===== src/rtl/tick_timer_arbiter.sv =====
// tick_timer_arbiter
//   One prescaled delay timer shared by four requesters. A requester is
//   granted the timer, its delay (in ticks) is counted down, and its done
//   line pulses for one cycle when the delay expires.
//
//   Build option: define RR_ARB_EN for round-robin arbitration; otherwise
//   fixed priority with req[0] highest.
//
// Ports
//   clk       system clock, posedge
//   rst_n     asynchronous active-low reset
//   req       level request per requester; drop to abort
//   dly_flat  per-requester delay in ticks, requester i at [i*CW +: CW]
//   grant     one-hot timer owner, 0 when idle
//   cur_id    index of current owner, 0 when idle
//   busy      timer owned
//   done      one-cycle pulse to the owner on expiry
//   tick      prescaler pulse, only while counting
module tick_timer_arbiter #(
  parameter int unsigned PRESCALE = 50_000_000,
  parameter int unsigned CW       = 8
) (
  input  logic            clk,
  input  logic            rst_n,
  input  logic [3:0]      req,
  input  logic [4*CW-1:0] dly_flat,
  output logic [3:0]      grant,
  output logic [1:0]      cur_id,
  output logic            busy,
  output logic [3:0]      done,
  output logic            tick
);

  typedef enum logic [1:0] {IDLE, RUN, DONE} state_t;

  state_t        state;
  logic [31:0]   presc;
  logic [CW-1:0] cnt;
  logic [1:0]    win;
  logic [CW-1:0] dly_sel;

`ifdef RR_ARB_EN
  logic [1:0] rr_ptr;
  logic [1:0] idx;

  // Scan offsets from high to low so the smallest offset from rr_ptr wins.
  always_comb begin
    win = '0;
    idx = '0;
    for (int unsigned i = 4; i > 0; i--) begin
      idx = rr_ptr + 2'(i - 1);
      if (req[idx]) win = idx;
    end
  end
`else
  always_comb begin
    win = '0;
    for (int unsigned i = 4; i > 0; i--) begin
      if (req[2'(i - 1)]) win = 2'(i - 1);
    end
  end
`endif

  assign dly_sel = dly_flat[32'(win)*CW +: CW];
  assign tick    = (state == RUN) && (presc == PRESCALE - 1);
  assign busy    = |grant;

  always_ff @(posedge clk or negedge rst_n) begin
    if (!rst_n) begin
      state  <= IDLE;
      presc  <= '0;
      cnt    <= '0;
      grant  <= '0;
      cur_id <= '0;
      done   <= '0;
`ifdef RR_ARB_EN
      rr_ptr <= '0;
`endif
    end else begin
      case (state)
        IDLE: begin
          if (|req) begin
            state  <= RUN;
            grant  <= 4'b0001 << win;
            cur_id <= win;
            cnt    <= dly_sel;
            presc  <= '0;
          end
        end
        RUN: begin
          // Abort is checked first so it wins over a same-edge expiry.
          if (!req[cur_id]) begin
            state  <= IDLE;
            grant  <= '0;
            cur_id <= '0;
            cnt    <= '0;
            presc  <= '0;
`ifdef RR_ARB_EN
            rr_ptr <= cur_id + 2'd1;
`endif
          end else if (cnt == '0) begin
            state <= DONE;
            done  <= grant;
            presc <= '0;
          end else begin
            presc <= tick ? '0 : presc + 32'd1;
            if (tick) cnt <= cnt - 1'b1;
          end
        end
        DONE: begin
          state  <= IDLE;
          grant  <= '0;
          cur_id <= '0;
          done   <= '0;
`ifdef RR_ARB_EN
          rr_ptr <= cur_id + 2'd1;
`endif
        end
        default: state <= IDLE;
      endcase
    end
  end

endmodule

===== config.mk =====
export PLATFORM = sky130hd
export DESIGN_NAME = tick_timer_arbiter
export DESIGN_NICKNAME = d
export VERILOG_FILES = /design/src/rtl/tick_timer_arbiter.sv
export SDC_FILE = /design/constraint.sdc
export NUM_CORES = 1
export LEC_CHECK = 0
export ABC_AREA = 1
export BUFFER_PORTS_ARGS = -buffer_cell sky130_fd_sc_hd__buf_2
export CAP_MARGIN = 10
export CORE_ASPECT_RATIO = 0.5
export CORE_MARGIN = 5
export CORE_UTILIZATION = 44
export DETAILED_ROUTE_END_ITERATION = 8
export GPL_ROUTABILITY_DRIVEN = 0
export SYNTH_ARGS = -nofsm -noshare
export SYNTH_HDL_FRONTEND = slang
export SYNTH_SLANG_ARGS = --single-unit

===== constraint.sdc =====
create_clock -name clk -period 2.1 [get_ports clk]
set_clock_uncertainty 0.15 [all_clocks]
set_input_delay 0.42 -clock clk [delete_from_list [all_inputs] [get_ports clk]]
set_output_delay 0.42 -clock clk [all_outputs]
set_load 0.005 [all_outputs]

# == Word-level counts from Yosys, hierarchy flattened ==
# Cells that the tools add are included.
# totals
register_bits,52
in_bits,38
# op_classes
add_sub_neg,2
order_cmp,1
n_eq_ne,10
shift,2
mux,29
reduce_logical,13
# op_table
operator,n
two-way mux 32 bit,4
case mux 32 bit (2 select lines),1
adder 32 x 1 -> 32 bit (second input constant),1
equality test 32 x 26 -> 1 bit (second input constant),1
two-way mux 8 bit,4
variable part select 32 x 6 -> 8 bit,1
two-way mux 2 bit,9
two-way mux 4 bit,4
case mux 8 bit (2 select lines),1
case mux 4 bit (3 select lines),1
zero test 8 bit,1
case mux 4 bit (2 select lines),1
OR reduction 4 bit,2
subtractor 8 x 1 -> 8 bit (second input constant),1
!= test 3 bit (second input constant),2
case mux 2 bit (3 select lines),1
AND reduction 3 bit,2
!= test 2 x 1 -> 1 bit (second input constant),2
!= test 2 bit (second input constant),2
case mux 2 bit (2 select lines),1
AND reduction 2 bit,2
AND reduction 4 bit,1
nonzero test 2 bit,2
left shift 1 x 2 -> 4 bit (first input constant),1
other kinds (9),9

# == Longest topological paths before layout ==
# depth
word_depth,7
depth_mapped,12

# == Least setup slack after synthesis ==
# OpenSTA, ideal clock, no wires.
# synth_path
kind,register -> output
from,register state[1]
to,output port tick
t_arrival_ns,1.349
t_required_ns,1.530
path_slack_ns,0.181
stages_incl_launch_ff,6
path_buffers,1
cell_sequence,dfrtp_1 inv_1 ha_1 inv_1 clkbuf_1 nor3_1
# synth_via
elab_chain_len,2
# synth_lines
element,line,text
"start, declared",36,state_t state;
"start signal, assigned",70,state <= IDLE;
"start signal, assigned",83,state <= RUN;
"start signal, assigned",93,state <= IDLE;
equality test 2 x 1 -> 1 bit,65,assign tick = (state == RUN) && (presc == PRESCALE - 1);
logical AND 1 bit,65,
"end, declared",31,output logic tick
# Every way passes these cells.

# == Worst setup path after layout ==
# layout_path
from,register presc[18]
to,output port tick
# layout_via
elab_chain_len,2
# layout_lines
element,line,text
"start, declared",37,logic [31:0] presc;
"start signal, assigned",106,presc <= tick ? '0 : presc + 32'd1;
equality test 32 x 26 -> 1 bit,65,
logical AND 1 bit,65,
# Every way passes these cells.

==> qor.txt <==
Syn Inst Count: 583
Routed Antenna Nets: 0
Synthesized area: 0.00386 sq mm
Area of the core: 0.00862 sq mm
Synth cell types: 35
Initial DRC count: 272
Worst path top cell family by delay: simple AND/OR/NAND/NOR gates
CTS tree: yes
Post-synthesis async set-or-reset flop share: 1.00
Status: finished with violations
Chip height: 76.2 um
Crit path buffers/inverters: 1
Vias in the first global route: 3,711
Detailed Place HPWL: 7810 um
Port Buf Inserts: 49
Crit path max fanout: 6
CTS buffer count: 5
DR vias: 3,910
Global-route wire length before repair: 17,700 um
P_int: 0.00235 W
Root Buffer: clkbuf_16
Congestion Overflow GR: 0
Leakage power: 2.32 nW
Fillers: 840
Max-slew violation count: 0
Core Util, Final: 0.533
Primary FF master, synth: dfrtp_1
Ports: 50
Worst hold path type: input pin to flop
Htree depth: 2
Drt wl/cell: 12.9 um
Synth top area share: 0.337
Total track usage: 0.198
DRC violations left: 0
WP data required: 1.53 ns
Violated checks: negative setup slack
Site row count: 24
Setup ws final: -0.0482 ns
Clk pwr share: 0.198
Layout cells sized above 1: 0.195
Register area share after synthesis: 0.337
Chip width: 142 um
Layout Nets: 701
Kind of critical path: flop to output pin
Final setup vio count: 1
Vias per Instance: 5.05
Syn_nets: 628
Die ar.: 0.0109 sq mm
Max incr delay on CP: 0.45 ns
Layout area overhead: 19.1%
Antenna Cells: 0
Post-synth EDFFs: 0
Final min period: 2.15 ns
Crit-path cells: nor2_2 > nand3_1 > nor2b_2 > nand3_2 > nor3_4 > buf_2
Final Instance Area: 0.00460 sq mm
Synth area leaders: dfrtp_1 34%, nand2_1 17%, nand3_1 11%
Clock slew at reported path FFs: 0.07 ns
Setup Total Neg Slack: -0.0482 ns
Final wirelength: 10,000 um
RSZ-0062 raised after global routing: yes
Slew Limit Headroom: 0.699
PwrDens: 914 mW/mm^2
Synthesized area per cell: 6.62 sq um
Final period util: 1.02
Final Hold Fails: 0
Synth Register Bits: 52
Net Sw Frac: 0.441
Crit path arrival time: 1.58 ns
Combinational share of power: 0.488
Max Cap Violations: 0
P_sw: 0.00185 W
Area leader, netlist: dfrtp_1
Placed inst area: 0.00437 sq mm
FMAX: 0.466 GHz
Worst-Skew Late Latency: 0.30 ns
Antenna violations before repair: 0
Sequential share of power: 0.315
Initial core utilization: 0.448
Slowest cell on the critical path: dfrtp_2
Clk buf depth: 2
DRT Pass-1 Iters: 7
Pin count of the biggest net entering global routing: 53
CP Capture Type: output pin
Worst VDD drop: 0.473 mV
Warnings from Yosys: 0
Clock sinks: 52
Worst-Margin Slew: 0.451 ns
CP startpoint kind: flop
final timing paths:
kind	from	to	slack, ns	depth (start not counted)
max in group asynchronous	rst_n	presc[18]$_DFFE_PN0P_	1.03	3
min reg2reg	cnt[0]$_DFFE_PN0P_	cnt[0]$_DFFE_PN0P_	0.33	2
max	presc[18]$_DFFE_PN0P_	tick	-0.05	6
min	req[1]	grant[1]$_DFFE_PN0P_	0.32	3
max reg2reg	presc[1]$_DFFE_PN0P_	presc[2]$_DFFE_PN0P_	0.16	12
min in group asynchronous	rst_n	grant[2]$_DFFE_PN0P_	0.49	3
Yosys cell counts (2+ instances only):
master / count
a21oi_1: 4
buf_2: 2
buf_4: 2
buf_6: 2
clkbuf_1: 2
dfrtp_1: 52
ha_1: 7
inv_1: 83
nand2_1: 176
nand2_2: 7
nand2_4: 5
nand3_1: 84
nand3_2: 4
nand4_1: 14
nor2_1: 63
nor2_2: 5
nor2_4: 6
nor3_1: 11
o21ai_0: 18
o21ai_1: 3
o21ai_2: 2
o22ai_1: 2
xnor2_1: 4
xor2_1: 14
tightest hold or removal path: cells and delay by family:
| family | cells | cell delay (ns) |
|---|---|---|
| buffers and inverters | 1 | 0.14 |
| and+or+nand+nor | 1 | 0.08 |
| AOI/OAI and AO/OA | 1 | 0.08 |
layer usage:
metal	vias to the layer above	GRT usage	routed length (um)
met3	12	0.0401	595
met4	0	0.0522	161
li1	1998	-	-
met2	146	0.307	4380
met5	-	0	0
met1	1754	0.281	4880
kinds of logic after synthesis:
family,after synthesis,share of synthesized area
compound gates,32,0.0483
xor+xnor,18,0.0408
simple gates,379,0.450
fa+ha+maj,7,0.0227
buf+inv,95,0.101
flops,52,0.337
cells in the final DEF, fill, tap and decap left out, types with 2 or more instances in the layout:
cell and n:
clkinv_2 2, nand3_1 83, nor2_2 6, buf_2 49, ha_1 5, nand2_4 5
nor3_1 9, dfrtp_1 51, nand3_2 5, clkinv_4 2, inv_1 80, xor2_1 14
clkbuf_16 5, o21ai_0 18, nand2_2 7, nand4_1 14, o21ai_1 3, nor2_1 61
ha_2 2, buf_12 2, o22ai_1 2, nand2_1 176, nor2_4 7, buf_4 22
xnor2_1 4, a21oi_1 4, o21ai_2 2, inv_2 4
power by group through the flow:
stage               Combinational [W]  Clock (W)  Sequential (W)
floorplan                     0.00142          0         0.00132
global placement              0.00203          0         0.00134
detailed placement            0.00203          0         0.00134
CTS                           0.00206   0.000854         0.00132
global route                  0.00233   0.000892         0.00135
finish                        0.00205   0.000830         0.00132
through the flow:
stage / hold slack, ns / worst slack (ns) / cells / power, W
6_report: 0.315 / -0.0482 / 774 / 0.00420
5_1_grt: 0.350 / -0.106 / 774 / 0.00457
4_1_cts: 0.304 / -0.0890 / 773 / 0.00424
3_3_place_gp: 0.286 / 0.0661 / 761 / 0.00337
3_5_place_dp: 0.286 / 0.105 / 761 / 0.00338
2_1_floorplan: -0.0256 / 0.181 / 583 / 0.00274
layout make-up:
type | count | area (sq um) | share of cell area
well taps | 117 | 146 | 0.0318
multi-input cells | 436 | 2210 | 0.481
clock inverters | 3 | 18.8 | 0.00408
flip-flops and latches | 52 | 1300 | 0.283
clock buffers | 5 | 125 | 0.0272
repair buffers | 74 | 460 | 0.100
inverters | 87 | 334 | 0.0727
timing repair:
action                                  CTS  global route
hold endpoints to repair                 52             0
pin swaps                                 4             3
endpoints found under the setup margin    1             1
resized for setup                         7             7
hold buffers                              1             0
buffers inserted                          3             1
sequential cells by signal, indices dropped and copies added, names as in the netlist:
signal  cells
cnt         8
cur_id      2
done        4
grant       4
presc      32
state       2
Power figures use the tool's default switching activity.
